$ cat config.mk
export PLATFORM = sky130hd
export DESIGN_NAME = sklansky_sub_pipe
export DESIGN_NICKNAME = d
export VERILOG_FILES = /design/src/rtl/sklansky_sub_pipe.sv
export SDC_FILE = /design/constraint.sdc
export NUM_CORES = 1
export LEC_CHECK = 0
export ABC_CLOCK_PERIOD_IN_PS = 4000
export CORE_ASPECT_RATIO = 1.4
export CORE_UTILIZATION = 35
export DETAILED_ROUTE_END_ITERATION = 10
export GPL_TIMING_DRIVEN = 0
export MAX_ROUTING_LAYER = met4
export PLACE_DENSITY_LB_ADDON = 0.05
export SLEW_MARGIN = 20
export SYNTH_ARGS = -nofsm -noshare
export SYNTH_HDL_FRONTEND = slang
export SYNTH_SLANG_ARGS = --single-unit
$ cat constraint.sdc
create_clock -name clk -period 4 [get_ports clk]
set_clock_uncertainty 0.05 [all_clocks]
set_input_delay 1 -clock clk [delete_from_list [all_inputs] [get_ports clk]]
set_output_delay 1 -clock clk [all_outputs]
set_load 0.01 [all_outputs]
$ cat src/rtl/sklansky_sub_pipe.sv
// Three-stage pipelined subtractor (a - b - bin) built on a Sklansky prefix carry network.
// Optional ADDSUB_MODE_EN adds an op input selecting add (0) or subtract (1).
module sklansky_sub_pipe #(
    parameter int WIDTH = 8
) (
    input  logic             clk,
    input  logic             rst_n,
    input  logic             in_valid,
    output logic             in_ready,
    input  logic [WIDTH-1:0] a,
    input  logic [WIDTH-1:0] b,
    input  logic             bin,
`ifdef ADDSUB_MODE_EN
    input  logic             op,
`endif
    output logic             out_valid,
    input  logic             out_ready,
    output logic [WIDTH-1:0] diff,
    output logic             bout
);

    localparam int LVL = $clog2(WIDTH);

    // Group generate for every bit with the carry-in folded into bit 0.
    // In-place update is safe: at level l the source bit j always has bit l clear,
    // so it is never rewritten during that level.
    function automatic logic [WIDTH-1:0] sklansky_carry(
        input logic [WIDTH-1:0] g_in,
        input logic [WIDTH-1:0] p_in,
        input logic             cin
    );
        logic [WIDTH-1:0] gv;
        logic [WIDTH-1:0] pv;
        gv    = g_in;
        pv    = p_in;
        gv[0] = g_in[0] | (p_in[0] & cin);
        for (int l = 0; l < LVL; l++) begin
            for (int i = 0; i < WIDTH; i++) begin
                if (((i >> l) & 1) == 1) begin
                    gv[i] = gv[i] | (pv[i] & gv[((i >> (l + 1)) << (l + 1)) + (1 << l) - 1]);
                    pv[i] = pv[i] & pv[((i >> (l + 1)) << (l + 1)) + (1 << l) - 1];
                end
            end
        end
        return gv;
    endfunction

    logic             vld_p1, vld_p2, vld_p3;
    logic             ld_p1, ld_p2, ld_p3;
    logic [WIDTH-1:0] p_p1, g_p1;
    logic             cin_p1;
    logic [WIDTH-1:0] p_p2, grp_p2;
    logic             cin_p2;
    logic [WIDTH-1:0] diff_p3;
    logic             bout_p3;
    logic             sub_p1, sub_p2;
    logic [WIDTH-1:0] b_x;
    logic             cin_x;
    logic             sub_x;

    assign ld_p3     = ~vld_p3 | out_ready;
    assign ld_p2     = ~vld_p2 | ld_p3;
    assign ld_p1     = ~vld_p1 | ld_p2;
    assign in_ready  = ld_p1;
    assign out_valid = vld_p3;
    assign diff      = diff_p3;
    assign bout      = bout_p3;

`ifdef ADDSUB_MODE_EN
    assign sub_x = op;
`else
    assign sub_x = 1'b1;
`endif
    assign b_x   = sub_x ? ~b : b;
    assign cin_x = sub_x ? ~bin : bin;

    // Stage 1: bitwise propagate/generate and carry-in
    always_ff @(posedge clk or negedge rst_n) begin
        if (!rst_n) begin
            vld_p1 <= 1'b0;
            p_p1   <= '0;
            g_p1   <= '0;
            cin_p1 <= 1'b0;
            sub_p1 <= 1'b0;
        end else if (ld_p1) begin
            vld_p1 <= in_valid;
            if (in_valid) begin
                p_p1   <= a ^ b_x;
                g_p1   <= a & b_x;
                cin_p1 <= cin_x;
                sub_p1 <= sub_x;
            end
        end
    end

    // Stage 2: full prefix network
    always_ff @(posedge clk or negedge rst_n) begin
        if (!rst_n) begin
            vld_p2 <= 1'b0;
            p_p2   <= '0;
            grp_p2 <= '0;
            cin_p2 <= 1'b0;
            sub_p2 <= 1'b0;
        end else if (ld_p2) begin
            vld_p2 <= vld_p1;
            if (vld_p1) begin
                p_p2   <= p_p1;
                grp_p2 <= sklansky_carry(g_p1, p_p1, cin_p1);
                cin_p2 <= cin_p1;
                sub_p2 <= sub_p1;
            end
        end
    end

    // Stage 3: sum bits and borrow/carry out
    always_ff @(posedge clk or negedge rst_n) begin
        if (!rst_n) begin
            vld_p3  <= 1'b0;
            diff_p3 <= '0;
            bout_p3 <= 1'b0;
        end else if (ld_p3) begin
            vld_p3 <= vld_p2;
            if (vld_p2) begin
                diff_p3 <= p_p2 ^ {grp_p2[WIDTH-2:0], cin_p2};
                bout_p3 <= sub_p2 ? ~grp_p2[WIDTH-1] : grp_p2[WIDTH-1];
            end
        end
    end

endmodule

; Word level (Yosys, flattened, before mapping)
; Cells that the tools add are included.
[op_classes]
n_addsub = 0
n_lt_le_gt_ge = 0
multipliers = 0
bitwise = 43
div = 0
reduce_logical = 3
n_shift = 0
n_mux = 25
eq_ne = 0
[op_table]
columns = op, count
row1 = $mux 1, 25
row2 = $and 1x1->1, 18
row3 = $or 1x1->1, 16
row4 = $xor 8x8->8, 2
row5 = $and 8x8->8, 1
row6 = $not 8->8, 1
row7 = $reduce_and 2->1, 3
row8 = $not 1->1, 5
[word_totals]
elab_cells = 84
rom_bits = 0
mem_count = 0
mem_bits_rw = 0
output_inout_bits = 11
register_bits = 48
latch_bits = 0
inputBits = 21

; Depth between registers and ports, before layout
[depth]
ltp_word = 12
ltp_mapped = 6
depth_no_buf = 4

; Worst setup path after synthesis
; No wires, ideal clock.
[synth_timing]
path_kind = input -> output
start = input out_ready
end = output in_ready
t_required_ns = 2.950
arrival_time_ns = 1.263
path_slack_ns = 1.687
stages = 1
n_path_buf = 0
cell_sequence = nand4b_1
[synth_via]
elab_chain_cells = 3
[synth_lines]
columns = item, line_no
row1 = from (decl), 17  ; input logic out_ready,
row2 = $or 1x1->1, 61  ; assign ld_p3 = ~vld_p3 | out_ready;
row3 = $or 1x1->1, 62  ; assign ld_p2 = ~vld_p2 | ld_p3;
row4 = $or 1x1->1, 63  ; assign ld_p1 = ~vld_p1 | ld_p2;
row5 = to (decl), 9  ; output logic in_ready,
; Every way passes these cells.

; Worst setup path in the final report
; Same ends and word-level chain as after synthesis.

==> flow_metrics.py <==
metrics = {
    "cts": {
        "cts_setup_buffers": 0,
        "cts_resized": 0,
        "clock-sinks": 48,
        "root_buffer": "clkbuf_8",
        "insertion_delay_ns": 0.29,
        "clk_pin_slew_worst_paths_ns": 0.08,
        "clockBufferDepth": 2,
        "cts.hold.buffers_added": 0,
        "htree_num_levels": 2,
        "cts_tree": "done",
        "cts_buffers": 5,
    },
    "grt": {
        "antenna_found_initial": 0,
        "grt_pass1_vias": 1351,
        "grt_pass1_wl_microns": 6220,
        "grt.overflow.total": 0,
        "track_usage_pct": 13.9,
        "grt_max_degree": 29,
    },
    "power_and_ir_drop": {
        "p_leak_nw": 1.17,
        "irDropWorstVdd_mv": 0.253,
        "cellPowerDensity_nw_per_um2": 529,
    },
    "route": {
        "vias_per_cell": 4.68,
        "routedWlPerCell_microns": 12.5,
        "firstDrtPassIters": 4,
        "routed-via-count": 1343,
        "drc": 0,
        "ant_nets": 0,
        "drtIter0Drc": 42,
        "drt-total-wl_microns": 3580,
    },
    "critical_path": {
        "slowest_stage": "clkdlybuf4s50_1",
        "slowest_delay_ns": 0.56,
        "crit_top_cell": "clkdlybuf4s50_1",
        "required_ns": 2.95,
        "path_max_fanout": 3,
        "crit_path_cell_trace": "clkdlybuf4s50_1 > nand4b_1 > clkdlybuf4s50_1",
        "r2r-start": "out_valid$_DFFE_PN0P_",
        "cp.arrival_ns": 2.22,
        "cp-start-kind": "input pin",
        "crit_path_start": "out_ready",
        "crit_type": "in -> out",
        "end_kind": "output port",
    },
    "placed_design": {
        "dp.cells": 280,
        "placed_cell_area_sq_um": 2510,
        "io_buffers": 31,
        "dp_slack_ns": 0.727,
        "dpl.hpwl_microns": 2800,
        "gp_congestion": 0.713,
    },
    "floorplanning": {
        "die_h_microns": 93.6,
        "coreArea_sq_um": 5820,
        "rows": 33,
        "die_w_microns": 67.4,
        "io_pins": 32,
        "die_area_sq_um": 6310,
        "start_util_pct": 36.0,
    },
    "final_layout": {
        "layoutNonFillerInstCount": 287,
        "nets": 246,
        "area_delta_synth_final_pct": 24.3,
        "final_core_util_pct": 44.8,
        "drive_above_1_share_pct": 16.6,
        "n_antenna_cell": 0,
        "design_area_sq_um": 2610,
        "final_cell_mix": "48 x dfrtp_1, 30 x clkdlybuf4s50_1, 29 x nand2_1",
        "final_common_cell": "dfrtp_1",
    },
    "logic_synthesis": {
        "synth_top_cell_area_share_pct": 57.2,
        "synthTopCellsByArea": "dfrtp_1 57%, mux2_2 11%, nand2_1 5.2%, ha_1 4.8%, o21ai_0 4.1%",
        "ys_seq_area_share_pct": 57.2,
        "yosys_register_bits": 48,
        "syn_area_sq_um": 2100,
        "yosys_warnings": 0,
        "synth_nets": 207,
        "netlist_instances": 178,
        "synth.avg_cell_area_sq_um": 11.8,
        "ys_types": 26,
        "yosys.area.top_type": "dfrtp_1",
    },
    "sta": {
        "timing.final.ws_setup_ns": 0.730,
        "final.setup.tns_ns": 0,
        "maxSlewHeadroom_pct": 67.3,
        "rsz0062_at_grt": "no",
        "fmax_mhz": 306,
        "post-route-min-period_ns": 3.27,
        "min_period_over_period_pct": 81.8,
        "setup_viol": 0,
        "finalMaxSlewViolations": 0,
        "finalHoldViolCount": 0,
        "tightest_slew_ns": 0.491,
    },
    "status": {
        "status": "finished, final reports clean",
    },
    "run": {
        "maxCapViolations": 0,
    },
    "min_path": {
        "min_from": "diff[4]$_DFFE_PN0P_",
        "hold_path_class": "reg -> reg",
    },
}
## power breakdown
part           total [mW]  switching [mW]  internal (mW)  leakage [nW]
clock               0.301           0.147          0.154        0.0503
combinational       0.375           0.148          0.227         0.540
sequential          0.704          0.0895          0.614         0.575
## final cells by class
| type | instances | area (sq um) |
|---|---|---|
| fillers | 550 | 3210 |
| flip-flops and latches | 48 | 1200 |
| multi-input cells | 116 | 822 |
| repair buffers | 32 | 325 |
| clock buffers | 7 | 96.3 |
| well taps | 70 | 87.6 |
| plain buffers | 5 | 41.3 |
| inverters | 9 | 33.8 |
## stage by stage
step           hold slack [ns]  total power [mW]
6_report                 0.428              1.38
5_1_grt                  0.462              1.49
4_1_cts                  0.439              1.41
3_5_place_dp             0.417              1.10
3_3_place_gp             0.402              1.08
2_1_floorplan            0.380             0.919
## registers in the layout (all words and copies together), names as in the netlist
register / flops
p_p2: 8
grp_p2: 8
sub_p2: 1
g_p1: 8
diff: 8
vld_p1: 1
bout: 1
sub_p1: 1
p_p1: 8
vld_p2: 1
cin_p2: 1
out_valid: 1
cin_p1: 1
## critical path: cells and delay by family
| kind | cells | cell delay (ns) |
|---|---|---|
| buffers and inverters | 2 | 1.04 |
| and+or+nand+nor | 1 | 0.18 |
## metal layers
layer	up-vias	GRT usage [%]	wire (microns)
met5	-	-	0
met4	0	6.38	78
met3	5	3.66	102
met2	25	21.3	1800
met1	638	16.7	1600
li1	675	-	-
## synth_stat cells
master and instances:
a211oi_1 1, a21o_1 1, a21oi_1 5, a31oi_1 1, and2_1 1, buf_6 3, clkbuf_1 2, dfrtp_1 48
ha_1 8, inv_1 9, mux2_2 21, mux2_4 2, mux2i_1 1, nand2_1 29, nand2_2 1, nand2b_1 5
nand3b_1 1, nand4_1 2, nand4b_1 1, nor2_1 4, nor3_1 2, nor3b_1 1, o211ai_1 2, o21ai_0 17
or3_1 1, xnor2_1 9
## cells by family (layout without fill, tap and decap cells)
group / after synthesis / count (layout) / synth area share, %
compound gates: 27 / 27 / 6.98
xor+xnor: 9 / 9 / 3.76
fa+ha+maj: 8 / 8 / 4.77
buf+inv: 14 / 53 / 3.58
flops: 48 / 48 / 57.2
mux: 24 / 24 / 13.2
simple gates: 48 / 48 / 10.5
## path summary, 6_finish.rpt
kind / end / slack (ns) / cells after the start
setup / recovery: in_ready / 0.73 / 3
hold / removal: diff[4]$_DFFE_PN0P_ / 0.43 / 2
setup reg to reg: p_p1[7]$_DFFE_PN0P_ / 2.45 / 4
hold reg to reg: diff[4]$_DFFE_PN0P_ / 0.43 / 2
max in group asynchronous: sub_p1$_DFFE_PN0P_ / 2.78 / 2
min in group asynchronous: out_valid$_DFFE_PN0P_ / 0.61 / 1
No activity file was read; power rests on OpenSTA's default activity.
